### config.mk
export PLATFORM = sky130hd
export DESIGN_NAME = led_row_scanner
export DESIGN_NICKNAME = d
export VERILOG_FILES = /design/src/rtl/led_matrix_pkg.sv /design/src/rtl/led_row_scanner.sv
export SDC_FILE = /design/constraint.sdc
export NUM_CORES = 1
export LEC_CHECK = 0
export ABC_CLOCK_PERIOD_IN_PS = 3500
export BUFFER_PORTS_ARGS = -buffer_cell sky130_fd_sc_hd__buf_2
export CORE_MARGIN = 2
export CORE_UTILIZATION = 25
export CTS_BUF_LIST = sky130_fd_sc_hd__clkbuf_8
export CTS_CLUSTER_SIZE = 16
export DETAILED_ROUTE_END_ITERATION = 8
export PLACE_DENSITY = 0.41
export REMOVE_ABC_BUFFERS = 1
export SKIP_LAST_GASP = 1
export SYNTH_ARGS = -nofsm -noshare
export SYNTH_HDL_FRONTEND = slang
export SYNTH_SLANG_ARGS = --single-unit
### constraint.sdc
create_clock -name clk -period 3.5 [get_ports clk]
set_input_delay 0.175 -clock clk [delete_from_list [all_inputs] [get_ports clk]]
set_output_delay 0.175 -clock clk [all_outputs]
set_load 0.02 [all_outputs]
### src/rtl/led_matrix_pkg.sv
// Shared geometry and scan-state encoding for the 8x8 LED matrix blocks.
package led_matrix_pkg;

  localparam int N_ROWS   = 8;
  localparam int N_COLS   = 8;
  localparam int ROW_BITS = 3;

  typedef enum logic {
    S_BLANK = 1'b0,
    S_DRIVE = 1'b1
  } scan_state_t;

endpackage

### src/rtl/led_row_scanner.sv
// Row-multiplexing scan controller: blank then drive each row, frame double-buffered at row-0 blank.
// Latency: frame loaded at the handshake edge, first shown when row 0 drives (BLANK_TICKS cycles later).
// Backpressure: frame_ready only during the row-0 blanking window; the source holds frame_valid until accepted.
module led_row_scanner
  import led_matrix_pkg::*;
#(
  parameter int DWELL_TICKS = 1000,
  parameter int BLANK_TICKS = 4
) (
  input  logic                       clk,
  input  logic                       rst,
  input  logic                       ena,
  input  logic [N_ROWS*N_COLS-1:0]   frame_in,
  input  logic                       frame_valid,
  output logic                       frame_ready,
  output logic [ROW_BITS-1:0]        row_sel,
  output logic                       row_ena,
  output logic [N_COLS-1:0]          col_data,
  output logic                       frame_start
);

  localparam int MAX_TICKS = (DWELL_TICKS > BLANK_TICKS) ? DWELL_TICKS : BLANK_TICKS;
  localparam int CNT_W     = $clog2(MAX_TICKS + 1);

  localparam logic [CNT_W-1:0] BLANK_LAST = CNT_W'(BLANK_TICKS - 1);
  localparam logic [CNT_W-1:0] DWELL_LAST = CNT_W'(DWELL_TICKS - 1);

  scan_state_t                 state, state_nxt;
  logic [CNT_W-1:0]            count, count_nxt;
  logic [ROW_BITS-1:0]         row_sel_nxt;
  logic [N_ROWS*N_COLS-1:0]    buffer;
  logic [N_COLS-1:0]           row_data;
  logic                        at_frame_top;

  // row_sel only advances on the drive->blank edge, so the decoder input is
  // never changing while it is enabled.
  always_comb begin
    state_nxt   = state;
    count_nxt   = count + CNT_W'(1);
    row_sel_nxt = row_sel;
    case (state)
      S_BLANK: begin
        if (count == BLANK_LAST) begin
          count_nxt = '0;
          state_nxt = S_DRIVE;
        end
      end
      S_DRIVE: begin
        if (count == DWELL_LAST) begin
          count_nxt   = '0;
          row_sel_nxt = row_sel + ROW_BITS'(1);
          state_nxt   = S_BLANK;
        end
      end
      default: begin
        count_nxt = '0;
        state_nxt = S_BLANK;
      end
    endcase
  end

  always_comb begin
    at_frame_top = (state == S_BLANK) && (row_sel == '0);
    frame_ready  = ena && at_frame_top;
    frame_start  = frame_ready && (count == '0);
    row_ena      = ena && (state == S_DRIVE);
    row_data     = buffer[row_sel*N_COLS +: N_COLS];
    col_data     = row_ena ? row_data : '0;
  end

  always_ff @(posedge clk) begin
    if (rst) begin
      state   <= S_BLANK;
      count   <= '0;
      row_sel <= '0;
      buffer  <= '0;
    end else begin
      if (ena) begin
        state   <= state_nxt;
        count   <= count_nxt;
        row_sel <= row_sel_nxt;
      end
      // frame_ready already folds in ena, so a frozen scan never swaps frames.
      if (frame_valid && frame_ready) begin
        buffer <= frame_in;
      end
    end
  end

endmodule

# Word-level counts from Yosys, hierarchy flattened
# Cells that the tools add are included.
totals:
  register_bits: 78
  inputBits: 68
classes:
  n_addsub: 2
  eq_ne: 2
  n_shift: 1
  mux: 7
  bitwise_logic: 1
  reduce_logical: 8
ops:
  columns: ["cell", "n"]
  rows:
  - ["$shiftx A64 B7 Y8", 1]
  - ["$mux W10", 2]
  - ["$pmux W10 S2", 1]
  - ["$add A10 B1 Y10 const B", 1]
  - ["$eq A10 B10 Y1 const B", 1]
  - ["$eq A10 B2 Y1 const B", 1]
  - ["$logic_not A10 Y1", 1]
  - ["$mux W8", 1]
  - ["$logic_and A1 B1 Y1", 5]
  - ["$add A3 B1 Y3 const B", 1]
  - ["$logic_not A3 Y1", 1]
  - ["$reduce_and A3 Y1", 1]
  - ["$mux W1", 2]
  - ["$pmux W1 S2", 1]
  - ["$not A1 Y1", 1]

# Logic depth before layout (Yosys ltp)
logic_depth:
  word_depth: 4
  depth_mapped: 10
  ltp_nobuf: 6

# Worst setup path before layout
# OpenSTA, ideal clock, no wires.
synth_path:
  kind: "flip-flop to flip-flop"
  start: "register row_sel[0]"
  end: "register buffer[0]"
  arrival_ns: 1.892
  required_time_ns: 3.430
  path_slack_ns: 1.538
  path_stages_with_launch: 10
  n_path_buf: 4
  synth_period_minus_slack_ns: 1.962
  path_cell_list: "dfxtp_1 -> buf_4 -> buf_2 -> inv_1 -> ha_1 -> nand4bb_1 -> buf_2 -> clkbuf_1 -> o21ai_0 -> a21oi_1"
synth_via:
  elab_chain_len: 4
synth_lines:
  columns: ["element", "line", "rtl"]
  rows:
  - ["from (decl)", "led_row_scanner.sv:16", "output logic [ROW_BITS-1:0] row_sel,"]
  - ["from (signal assigned)", "led_row_scanner.sv:81", "row_sel <= row_sel_nxt;"]
  - ["$logic_not A3 Y1", "led_row_scanner.sv:63", "at_frame_top = (state == S_BLANK) && (row_sel == '0);"]
  - ["$logic_and A1 B1 Y1", "led_row_scanner.sv:63", null]
  - ["$logic_and A1 B1 Y1", "led_row_scanner.sv:64", "frame_ready = ena && at_frame_top;"]
  - ["$logic_and A1 B1 Y1", "led_row_scanner.sv:84", "if (frame_valid && frame_ready) begin"]
  - ["to (signal assigned)", "led_row_scanner.sv:85", "buffer <= frame_in;"]
  - ["to (decl)", "led_row_scanner.sv:31", "logic [N_ROWS*N_COLS-1:0] buffer;"]
# Every way passes these cells.
# A chain may end at the register's enable or synchronous reset.

# Worst setup path in the final report
layout_path:
  start: "register row_sel[0]"
  end: "output port frame_start"
layout_via:
  elab_chain_len: 4
layout_lines:
  columns: ["element", "line", "rtl"]
  rows:
  - ["$logic_not A3 Y1", "led_row_scanner.sv:63", null]
  - ["$logic_and A1 B1 Y1", "led_row_scanner.sv:63", null]
  - ["$logic_and A1 B1 Y1", "led_row_scanner.sv:64", null]
  - ["$logic_and A1 B1 Y1", "led_row_scanner.sv:65", "frame_start = frame_ready && (count == '0);"]
  - ["to (decl)", "led_row_scanner.sv:19", "output logic frame_start"]
# Every way passes these cells.

==> run_results.csv <==
group,metric,value,unit
logic_synthesis,ys.flop_type,"dfxtp_1",
min_path,hold_path_class,"in2reg",
place,io_buffers,81,
drt,drt-initial-drc-count,211,
sta,setup_viol,0,
clock_tree,cts_tree,"done",
worst_setup_path,required,3.32,ns
worst_setup_path,cp.buffers_inverters,3,
place,dp_hpwl,6660,um
sta,fin_crit,2.62,ns
final_layout,drive_above_1_share,27.7,%
final_layout,final_cell_mix,"buf_2 (81), dfxtp_1 (78), nand3_1 (67)",
final_layout,nets,544,
worst_setup_path,cp_cell_sequence,"inv_1 -> ha_1 -> nand4bb_2 -> inv_2 -> and4_1 -> buf_2",
die,start_util,25.7,%
global_route,grt_pass1_wl,18000,um
logic_synthesis,synth_edf_count,0,
sta,rsz0062_at_grt,"false",
logic_synthesis,synth.avg_cell_area,8.98,um^2
final_layout,area_delta_synth_final,19.5,%
worst_setup_path,max_stage_delay,0.87,ns
worst_setup_path,worstSetupEndpointType,"output port",
sta,slew_headroom,21.6,%
die,rows,44,
sta,maxSlewViolCount,0,
final_layout,regArea,1560,um^2
place,gp_congestion,0.730,
clock_tree,postCtsResizedCells,0,
final_layout,finish.utilization,30.7,%
worst_setup_path,crit_type,"reg2out",
drt,drc,0,
clock_tree,postCtsSetupBuffers,0,
clock_tree,cts.sink_count,78,
clock_tree,cts_buffers,9,
drt,ant_nets,0,
die,core,14600,um^2
logic_synthesis,ys_seq_area_share,41.7,%
sta,timing.fmax,382,MHz
sta,fin_crit_sh,74.7,%
sta,tightestPinTransition,1.17,ns
worst_setup_path,r2r_setup_slack,1.51,ns
drt,dr.pass1.iters,4,
final_layout,final.fill_count,1579,
sta,whs,0.0456,ns
logic_synthesis,synth.ff_latch_count,78,
clock_tree,hold_buffers,0,
pwr,ir_worst_vdd,0.000284,V
die,die_h,126,um
logic_synthesis,syn_area,3740,um^2
sta,hold_viol_final,0,
worst_setup_path,cp-start-kind,"flip-flop",
logic_synthesis,yosysUniqueCellTypes,42,
logic_synthesis,async_flop_share,0,%
worst_setup_path,path_max_fanout,66,
clock_tree,clock_latency,0.37,ns
clock_tree,clk_path_buf_depth,2,
die,io_pins,82,
global_route,grt_pass1_vias,3405,
pwr,power_density,441,nW/um^2
worst_setup_path,critPathSlowestCell,"inv_2",
flow_run,cap_viol_max_count,0,
global_route,overflow,0,
drt,drt-total-wl,11000,um
drt,vias,3398,
die,die_w,126,um
die,die_area,16000,um^2
clock_tree,cts_max_level,3,
final_layout,final_common_cell,"buf_2",
worst_setup_path,cp.arrival,2.44,ns
final_layout,multi_input_area,1940,um^2
global_route,grt_use_total,14.1,%
global_route,grt_max_degree,67,
sta,skew,0.00861,ns
drt,viasPerCell,5.13,
worst_setup_path,critPathTopFamily,"buffers and inverters",
global_route,grt_antenna_before_repair,2,
clock_tree,root_buffer,"clkbuf_8",
status,status,"finished clean",
logic_synthesis,synth_warnings,0,
logic_synthesis,netlist_instances,417,
drt,wl_per_cell,16.7,um
pwr,power_leakage,1.59,nW
clock_tree,clk_pin_slew,0.09,ns
-- worst reg2reg max path: cells and delay by family, from the launching register on --
| kind | cells | cell delay [ns] |
|---|---|---|
| AND/OR/NAND/NOR | 2 | 0.36 |
| AO/OA/AOI/OAI | 1 | 0.16 |
| adder cells (fa/ha/maj) | 1 | 0.16 |
| buffers and inverters | 2 | 0.94 |
| flip-flops | 1 | 0.31 |
-- layout make-up --
| class | instances | area share, % |
|---|---|---|
| inverter | 8 | 0.671 |
| tap | 184 | 5.14 |
| multi-input combinational | 287 | 43.4 |
| clock inverter | 6 | 2.46 |
| timing repair buffer | 88 | 10.2 |
| clock buffer | 10 | 3.07 |
| sequential | 78 | 34.9 |
| antenna | 2 | 0.112 |
-- stage by stage --
stage | total power, mW | cell area (um^2) | std cells | worst slack [ns] | setup TNS [ns]
4_1_cts | 2.01 | 4470 | 661 | 0.850 | 0
5_1_grt | 2.07 | 4470 | 662 | 0.701 | 0
3_5_place_dp | 1.16 | 4220 | 645 | 1.27 | 0
2_1_floorplan | 1.05 | 3530 | 373 | -0.635 | -22.88
3_3_place_gp | 1.16 | 4220 | 645 | 1.24 | 0
6_report | 1.97 | 4480 | 663 | 0.884 | 0
-- synth_stat cells (5+ instances only) --
| library cell | n | area, um^2 |
|---|---|---|
| mux2i_1 | 9 | 90.1 |
| o31ai_1 | 6 | 45.0 |
| nor2_1 | 10 | 37.5 |
| nor3_1 | 5 | 25.0 |
| clkbuf_1 | 29 | 109 |
| o21ai_0 | 65 | 325 |
| inv_1 | 7 | 26.3 |
| buf_2 | 9 | 45.0 |
| mux4_2 | 16 | 360 |
| dfxtp_1 | 78 | 1560 |
| nand3_1 | 67 | 335 |
| a21oi_1 | 66 | 330 |
-- registers in the layout, summed over array words and instances, names as in the netlist --
register / count
row_sel: 3
buffer: 64
count: 10
state: 1
-- where the power goes --
part	internal, mW	switching, mW
Clock	0.492	0.346
Combinational	0.0764	0.117
Sequential	0.924	0.0188
Total	1.49	0.481
-- metal layers --
layer,routed length [um],share of wire (%),vias up,GRT usage (%)
met5,0,0,-,0
met4,114,1.0,0,3.62
met3,614,5.6,7,4.77
met2,5000,45,90,22.1
met1,5320,48,1644,18.8
li1,-,-,1657,-
-- kinds of logic (layout without fill, tap and decap cells) --
logic type / after synthesis / count (layout) / synth area share [%]
multiplexers: 26 / 26 / 12.3
flip-flops: 78 / 78 / 41.7
other: 0 / 2 / 0
XOR/XNOR: 4 / 4 / 0.936
adder cells (fa/ha/maj): 4 / 4 / 1.34
buffers and inverters: 52 / 112 / 6.51
AND/OR/NAND/NOR: 109 / 109 / 16.5
AO/OA/AOI/OAI: 144 / 144 / 20.6
-- path summary, 6_finish.rpt --
path	startpoint	end	cells after the start
worst max register to register	row_sel[0]$_SDFFE_PP0P_	buffer[18]$_SDFFE_PP0P_	6
worst min-delay path	frame_in[46]	buffer[46]$_SDFFE_PP0P_	3
worst min register to register	buffer[51]$_SDFFE_PP0P_	buffer[51]$_SDFFE_PP0P_	2
worst max-delay path	row_sel[0]$_SDFFE_PP0P_	frame_start	6
No activity file was read; power rests on OpenSTA's default activity.
